## config.mk

```make
export PLATFORM = sky130hd
export DESIGN_NAME = occupancy_display
export DESIGN_NICKNAME = d
export VERILOG_FILES = /design/src/rtl/occupancy_pkg.sv /design/src/rtl/seg7_digit.sv /design/src/rtl/occupancy_display.sv
export SDC_FILE = /design/constraint.sdc
export NUM_CORES = 1
export LEC_CHECK = 0
export ABC_CLOCK_PERIOD_IN_PS = 2650
export BUFFER_PORTS_ARGS = -buffer_cell sky130_fd_sc_hd__buf_4
export CORE_ASPECT_RATIO = 0.7
export CORE_MARGIN = 1
export CORE_UTILIZATION = 41
export CTS_CLUSTER_SIZE = 14
export DETAILED_ROUTE_END_ITERATION = 6
export PLACE_DENSITY_LB_ADDON = 0.08
export SLEW_MARGIN = 20
export SYNTH_ARGS = -nofsm -noshare
export SYNTH_HDL_FRONTEND = slang
export SYNTH_SLANG_ARGS = --single-unit
```

## constraint.sdc

```tcl
create_clock -name clk -period 2.65 [get_ports clk]
set_input_delay 0.1325 -clock clk [delete_from_list [all_inputs] [get_ports clk]]
set_output_delay 0.1325 -clock clk [all_outputs]
set_load 0.02 [all_outputs]
```

## src/rtl/occupancy_pkg.sv

```systemverilog
// rtl/occupancy_pkg.sv - shared types and segment constants for the occupancy display
package occupancy_pkg;

   localparam int COUNT_W = 5;

   typedef logic [6:0] seg_t;

   // Active-low {g,f,e,d,c,b,a} glyphs used by the banner modes
   localparam seg_t SEG_C     = 7'b1000110;
   localparam seg_t SEG_L     = 7'b1000111;
   localparam seg_t SEG_E     = 7'b0000110;
   localparam seg_t SEG_A     = 7'b0001000;
   localparam seg_t SEG_R     = 7'b0101111;
   localparam seg_t SEG_F     = 7'b0001110;
   localparam seg_t SEG_U     = 7'b1000001;
   localparam seg_t SEG_ZERO  = 7'b1000000;
   localparam seg_t SEG_BLANK = 7'h7F;

   typedef enum logic [1:0] {CLEAR, COUNT, FULL} mode_t;

   typedef enum logic [1:0] {IDLE, CONV, LOAD} conv_state_t;

   // Shift-add-3 correction applied to one BCD nibble before each shift
   function automatic logic [3:0] add3(input logic [3:0] n);
      return (n >= 4'd5) ? n + 4'd3 : n;
   endfunction

endpackage

```

## src/rtl/seg7_digit.sv

```systemverilog
// rtl/seg7_digit.sv - BCD digit to active-low seven-segment code with blanking
module seg7_digit
   import occupancy_pkg::*;
(
   input  logic [3:0] bcd,
   input  logic       blank,
   output seg_t       seg
);

   // Decode one decimal digit; non-decimal codes and blank requests show nothing
   always_comb begin
      seg = SEG_BLANK;
      if (!blank) begin
         case (bcd)
            4'd0:    seg = 7'b1000000;
            4'd1:    seg = 7'b1111001;
            4'd2:    seg = 7'b0100100;
            4'd3:    seg = 7'b0110000;
            4'd4:    seg = 7'b0011001;
            4'd5:    seg = 7'b0010010;
            4'd6:    seg = 7'b0000010;
            4'd7:    seg = 7'b1111000;
            4'd8:    seg = 7'b0000000;
            4'd9:    seg = 7'b0010000;
            default: seg = SEG_BLANK;
         endcase
      end
   end

endmodule

```

## src/rtl/occupancy_display.sv

```systemverilog
// rtl/occupancy_display.sv - occupancy count to six-digit HEX display with CLEAr0/count/FULL modes
module occupancy_display
   import occupancy_pkg::*;
#(
   parameter int CAPACITY   = 16,
   parameter int BLINK_HALF = 25_000_000
)
(
   input  logic               clk,
   input  logic               reset,
   input  logic [COUNT_W-1:0] count,
   output logic [6:0]         HEX0,
   output logic [6:0]         HEX1,
   output logic [6:0]         HEX2,
   output logic [6:0]         HEX3,
   output logic [6:0]         HEX4,
   output logic [6:0]         HEX5
);

   localparam int BW = (BLINK_HALF > 1) ? $clog2(BLINK_HALF) : 1;

   // {tens, ones, remaining binary bits}; binary bits shift into the BCD nibbles
   localparam int SR_W = 8 + COUNT_W;

   conv_state_t        state_q, state_d;
   logic [COUNT_W-1:0] count_q, count_d;
   logic [SR_W-1:0]    sr_q, sr_d;
   logic [2:0]         shift_cnt_q, shift_cnt_d;
   logic [COUNT_W-1:0] conv_val_q, conv_val_d;
   logic [COUNT_W-1:0] disp_val_q, disp_val_d;
   logic [3:0]         tens_q, tens_d;
   logic [3:0]         ones_q, ones_d;
   mode_t              mode_q, mode_d;
   logic [BW-1:0]      blink_cnt_q, blink_cnt_d;
   logic               phase_q, phase_d;
   seg_t               hex0_q, hex0_d, hex1_q, hex1_d, hex2_q, hex2_d;
   seg_t               hex3_q, hex3_d, hex4_q, hex4_d, hex5_q, hex5_d;
   seg_t               tens_seg, ones_seg;

   function automatic mode_t mode_of(input logic [COUNT_W-1:0] v);
      if (v == '0)
         return CLEAR;
      else if (int'(v) >= CAPACITY)
         return FULL;
      else
         return COUNT;
   endfunction

   // Digit decoders look at the next-state digits so HEX registers load together with them
   seg7_digit u_tens (
      .bcd   (tens_d),
      .blank (tens_d == 4'd0),
      .seg   (tens_seg)
   );

   seg7_digit u_ones (
      .bcd   (ones_d),
      .blank (1'b0),
      .seg   (ones_seg)
   );

   // Converter FSM: sample a changed count, run five shift-add-3 steps, then publish
   always_comb begin
      count_d     = count;
      state_d     = state_q;
      sr_d        = sr_q;
      shift_cnt_d = shift_cnt_q;
      conv_val_d  = conv_val_q;
      disp_val_d  = disp_val_q;
      tens_d      = tens_q;
      ones_d      = ones_q;
      mode_d      = mode_q;
      case (state_q)
         IDLE: begin
            if (count_q != disp_val_q) begin
               sr_d        = {8'd0, count_q};
               conv_val_d  = count_q;
               shift_cnt_d = 3'd0;
               state_d     = CONV;
            end
         end
         CONV: begin
            sr_d        = {add3(sr_q[SR_W-1 -: 4]), add3(sr_q[SR_W-5 -: 4]), sr_q[COUNT_W-1:0]} << 1;
            shift_cnt_d = shift_cnt_q + 3'd1;
            if (shift_cnt_q == 3'(COUNT_W - 1))
               state_d = LOAD;
         end
         LOAD: begin
            tens_d     = sr_q[SR_W-1 -: 4];
            ones_d     = sr_q[SR_W-5 -: 4];
            disp_val_d = conv_val_q;
            mode_d     = mode_of(conv_val_q);
            state_d    = IDLE;
         end
         default: state_d = IDLE;
      endcase
   end

   // Blink timer: restarts with letters visible on FULL entry, idles outside FULL
   always_comb begin
      blink_cnt_d = blink_cnt_q;
      phase_d     = phase_q;
      if (mode_d != FULL || mode_q != FULL) begin
         blink_cnt_d = '0;
         phase_d     = 1'b1;
      end else if (blink_cnt_q == BW'(BLINK_HALF - 1)) begin
         blink_cnt_d = '0;
         phase_d     = ~phase_q;
      end else begin
         blink_cnt_d = blink_cnt_q + BW'(1);
      end
   end

   // Output mux: choose banner/count glyphs from the next-state mode and digits
   always_comb begin
      hex5_d = SEG_BLANK;
      hex4_d = SEG_BLANK;
      hex3_d = SEG_BLANK;
      hex2_d = SEG_BLANK;
      hex1_d = tens_seg;
      hex0_d = ones_seg;
      case (mode_d)
         CLEAR: begin
            hex5_d = SEG_C;
            hex4_d = SEG_L;
            hex3_d = SEG_E;
            hex2_d = SEG_A;
            hex1_d = SEG_R;
            hex0_d = SEG_ZERO;
         end
         FULL: begin
            if (phase_d) begin
               hex5_d = SEG_F;
               hex4_d = SEG_U;
               hex3_d = SEG_L;
               hex2_d = SEG_L;
            end
         end
         default: ;
      endcase
   end

   // State register; reset abandons any conversion and shows CLEAr0
   always_ff @(posedge clk) begin
      if (reset) begin
         count_q     <= '0;
         state_q     <= IDLE;
         sr_q        <= '0;
         shift_cnt_q <= 3'd0;
         conv_val_q  <= '0;
         disp_val_q  <= '0;
         tens_q      <= 4'd0;
         ones_q      <= 4'd0;
         mode_q      <= CLEAR;
         blink_cnt_q <= '0;
         phase_q     <= 1'b1;
         hex5_q      <= SEG_C;
         hex4_q      <= SEG_L;
         hex3_q      <= SEG_E;
         hex2_q      <= SEG_A;
         hex1_q      <= SEG_R;
         hex0_q      <= SEG_ZERO;
      end else begin
         count_q     <= count_d;
         state_q     <= state_d;
         sr_q        <= sr_d;
         shift_cnt_q <= shift_cnt_d;
         conv_val_q  <= conv_val_d;
         disp_val_q  <= disp_val_d;
         tens_q      <= tens_d;
         ones_q      <= ones_d;
         mode_q      <= mode_d;
         blink_cnt_q <= blink_cnt_d;
         phase_q     <= phase_d;
         hex5_q      <= hex5_d;
         hex4_q      <= hex4_d;
         hex3_q      <= hex3_d;
         hex2_q      <= hex2_d;
         hex1_q      <= hex1_d;
         hex0_q      <= hex0_d;
      end
   end

   assign HEX0 = hex0_q;
   assign HEX1 = hex1_q;
   assign HEX2 = hex2_q;
   assign HEX3 = hex3_q;
   assign HEX4 = hex4_q;
   assign HEX5 = hex5_q;

endmodule

```

==> results.cfg <==
[run_status]
outcome = finished, final reports clean

[die]
rows = 29
core_region_area_um2 = 9290
pin_count = 49
die_h_um = 84.7
dieWidth_um = 120
initial_core_util_pct = 43.2
fp.dieArea_um2 = 10200

[setup_path]
arrival_ps = 2530
crit_buf_inv = 1
crit_family = multiplexers
crit_cells = 6
cp_max_fo = 11
critPathMaxStageDelay_ps = 620
crit_chain = nand2b_1 > buf_4 > mux2i_1 > or2_2 > o21ai_0 > a211oi_1
cp_data_required_time_ps = 2900
startpoint_type = register
crit_type = register to register
cp_slowest_cell = mux2i_1
cp-end-kind = register
r2r_cells = 6

[pwr]
p_sw_share_pct = 21.2
clockPowerShare_pct = 46.7
p_leak_nw = 1.89
seqPwrFrac_pct = 49.1
p_int_mw = 2.13
ir_drop_mv = 0.404
power.switching_mw = 0.574
p_per_area_nw_per_um2 = 584
combPwrFrac_pct = 4.2

[clocking]
cts_root_buf = clkbuf_16
htree_levels = 3
post_cts_buffers = 0
clk_path_buf_depth = 2
cts_tree = yes
cts_sinks = 86
cts_resized = 0
clock_latency_ps = 340
clk_pin_slew_ps = 60
cts-buffers-inserted = 9

[place]
place_congestion = 0.855
io_buffers = 42
hpwl_um = 5870
dp_cells = 591

[yosys]
ys_dominant_reg_cell = dfxtp_1
yosys_warnings = 0
ys_seq_area_share_pct = 42.9
synth-async-reset-ratio_pct = 0
synth_area_um2 = 4010
yosysUniqueCellTypes = 55
postSynthAreaPerCell_um2 = 8.89
yosys_register_bits = 86
synthCells = 451
synth-edff-count = 0

[job]
cap_violations = 0

[timing]
holdWs_ps = 23.1
setup_tns_ps = 0
worst_clock_skew_ps = 6.67
maxSlewViolCount = 0
final.min_clock_period_ps = 2280
max_clock_freq_mhz = 438
hold_viol = 0
rsz0062_at_grt = no
worst_slew_pin_slew_ps = 720
max_slew_margin_pct = 50.6
final-setup-viol-count = 0
post-route-period-util_pct = 86.1

[grt]
grt_overflow_total = 0
track_usage_pct = 17.6
grt_max_degree = 44
grt_pass1_vias = 2714
antenna_found_initial = 0
grt_pass1_wl_um = 13900

[route]
via_count = 3013
avgRoutedWirePerCell_um = 13.5
postRouteAntennaNets = 0
route.detailed.drc = 0
via_per_inst = 4.95
drtPass1Iterations = 4
wirelength_um = 8230
drt-initial-drc-count = 207

[layout]
finalNetCount = 504
drive_above_1_share_pct = 16.5
synthToLayoutAreaGrowth_pct = 15.4
antennaDiodeCount = 0
stdcell_count = 609

[hold_path]
min_path_cells = 2
hold_path.class = primary input to register
[Yosys cell counts, types with 9 or more instances]
master | instances | area (µm²)
xnor2_1 | 16 | 140
nor2_1 | 52 | 195
nand2_1 | 51 | 191
xor2_1 | 16 | 140
dfxtp_1 | 86 | 1720
nor2b_1 | 9 | 56.3
mux2i_1 | 11 | 110
o21ai_0 | 16 | 80.1
clkbuf_1 | 9 | 33.8
ha_1 | 17 | 213
buf_4 | 26 | 195
inv_1 | 15 | 56.3
a21oi_1 | 22 | 110
nand3_1 | 12 | 60.1
[final cells by class]
type                    instances  area, µm²
clock buffers                  12        256
clock inverters                 4       45.0
fillers                       922       4660
inverters                      15       56.3
multi-input cells             313       1970
flip-flops and latches         86       1720
well taps                     124        155
repair buffers                 55        418
[timing repair]
item                       4_1_cts  5_1_grt
hold buffers                     2        0
setup endpoints to repair        0        0
hold endpoints to repair         2        0
[sequential cells by signal, indices dropped and copies added, names as in the netlist, 4 cells and up]
register,cells
tens_q,4
conv_val_q,5
HEX0,7
blink_cnt_q,25
sr_q,13
ones_q,4
count_q,5
HEX1,7
disp_val_q,5
[final timing paths]
kind	endpoint	from	slack [ps]
worst max-delay path	HEX1[6]	state_q[0]	370
worst min register to register	sr_q[2]	sr_q[2]	470
worst max register to register	HEX1[6]	state_q[0]	370
worst min-delay path	count_q[0]	count[0]	20
[layout by cell type, fill, tap and decap left out, types with 2 or more instances in the layout]
cell type / count
dfxtp_1: 86
buf_4: 53
nor2_1: 52
nand2_1: 51
a21oi_1: 22
ha_1: 17
xnor2_1: 16
o21ai_0: 16
xor2_1: 16
inv_1: 15
nand3_1: 12
mux2i_1: 11
nor2b_1: 9
clkbuf_16: 9
nand4_1: 8
nand2b_1: 6
nor3_1: 6
a22o_1: 6
and3_1: 6
conb_1: 6
mux2_2: 4
nor4_1: 4
and2_1: 3
a22oi_1: 3
a31oi_1: 3
o2bb2ai_1: 3
clkinv_2: 3
a21boi_0: 2
o31ai_1: 2
o41ai_1: 2
and4_1: 2
nor4bb_1: 2
nor4b_1: 2
or2_2: 2
clkbuf_8: 2
dlygate4sd3_1: 2
[metrics by stage]
| stage | setup slack [ps] | power, mW | instance area, µm² | utilization [%] |
|---|---|---|---|---|
| 5_1_grt | 133 | 2.82 | 4630 | 49.8 |
| 4_1_cts | 372 | 2.75 | 4630 | 49.8 |
| 6_report | 367 | 2.70 | 4630 | 49.8 |
| 3_5_place_dp | 366 | 1.47 | 4310 | 46.3 |
| 3_3_place_gp | 470 | 1.47 | 4310 | 46.3 |
| 2_1_floorplan | 541 | 1.44 | 4030 | - |
[cells by family after synthesis]
kind of cell / after synthesis / synth area share (%)
other: 1 / 0.0935
adder cells (fa/ha/maj): 17 / 5.30
buffers and inverters: 57 / 8.30
XOR/XNOR: 32 / 6.99
AND/OR/NAND/NOR: 174 / 21.4
AO/OA/AOI/OAI: 68 / 10.8
flip-flops: 86 / 42.9
multiplexers: 16 / 4.21
[metal layers]
layer,vias up,wire length (µm),global-route usage (%)
met2,73,3050,22.6
met4,0,29,5.11
li1,1561,-,-
met3,2,408,5.77
met1,1377,4740,27.0
met5,-,0,0
[power by group through the flow]
stage,combinational (mW),clock [mW],sequential [mW]
global placement,0.110,0,1.36
floorplan,0.0869,0,1.35
global route,0.125,1.36,1.33
CTS,0.112,1.31,1.33
finish,0.112,1.26,1.33
detailed placement,0.109,0,1.36
(Power assumes the default switching activity.)
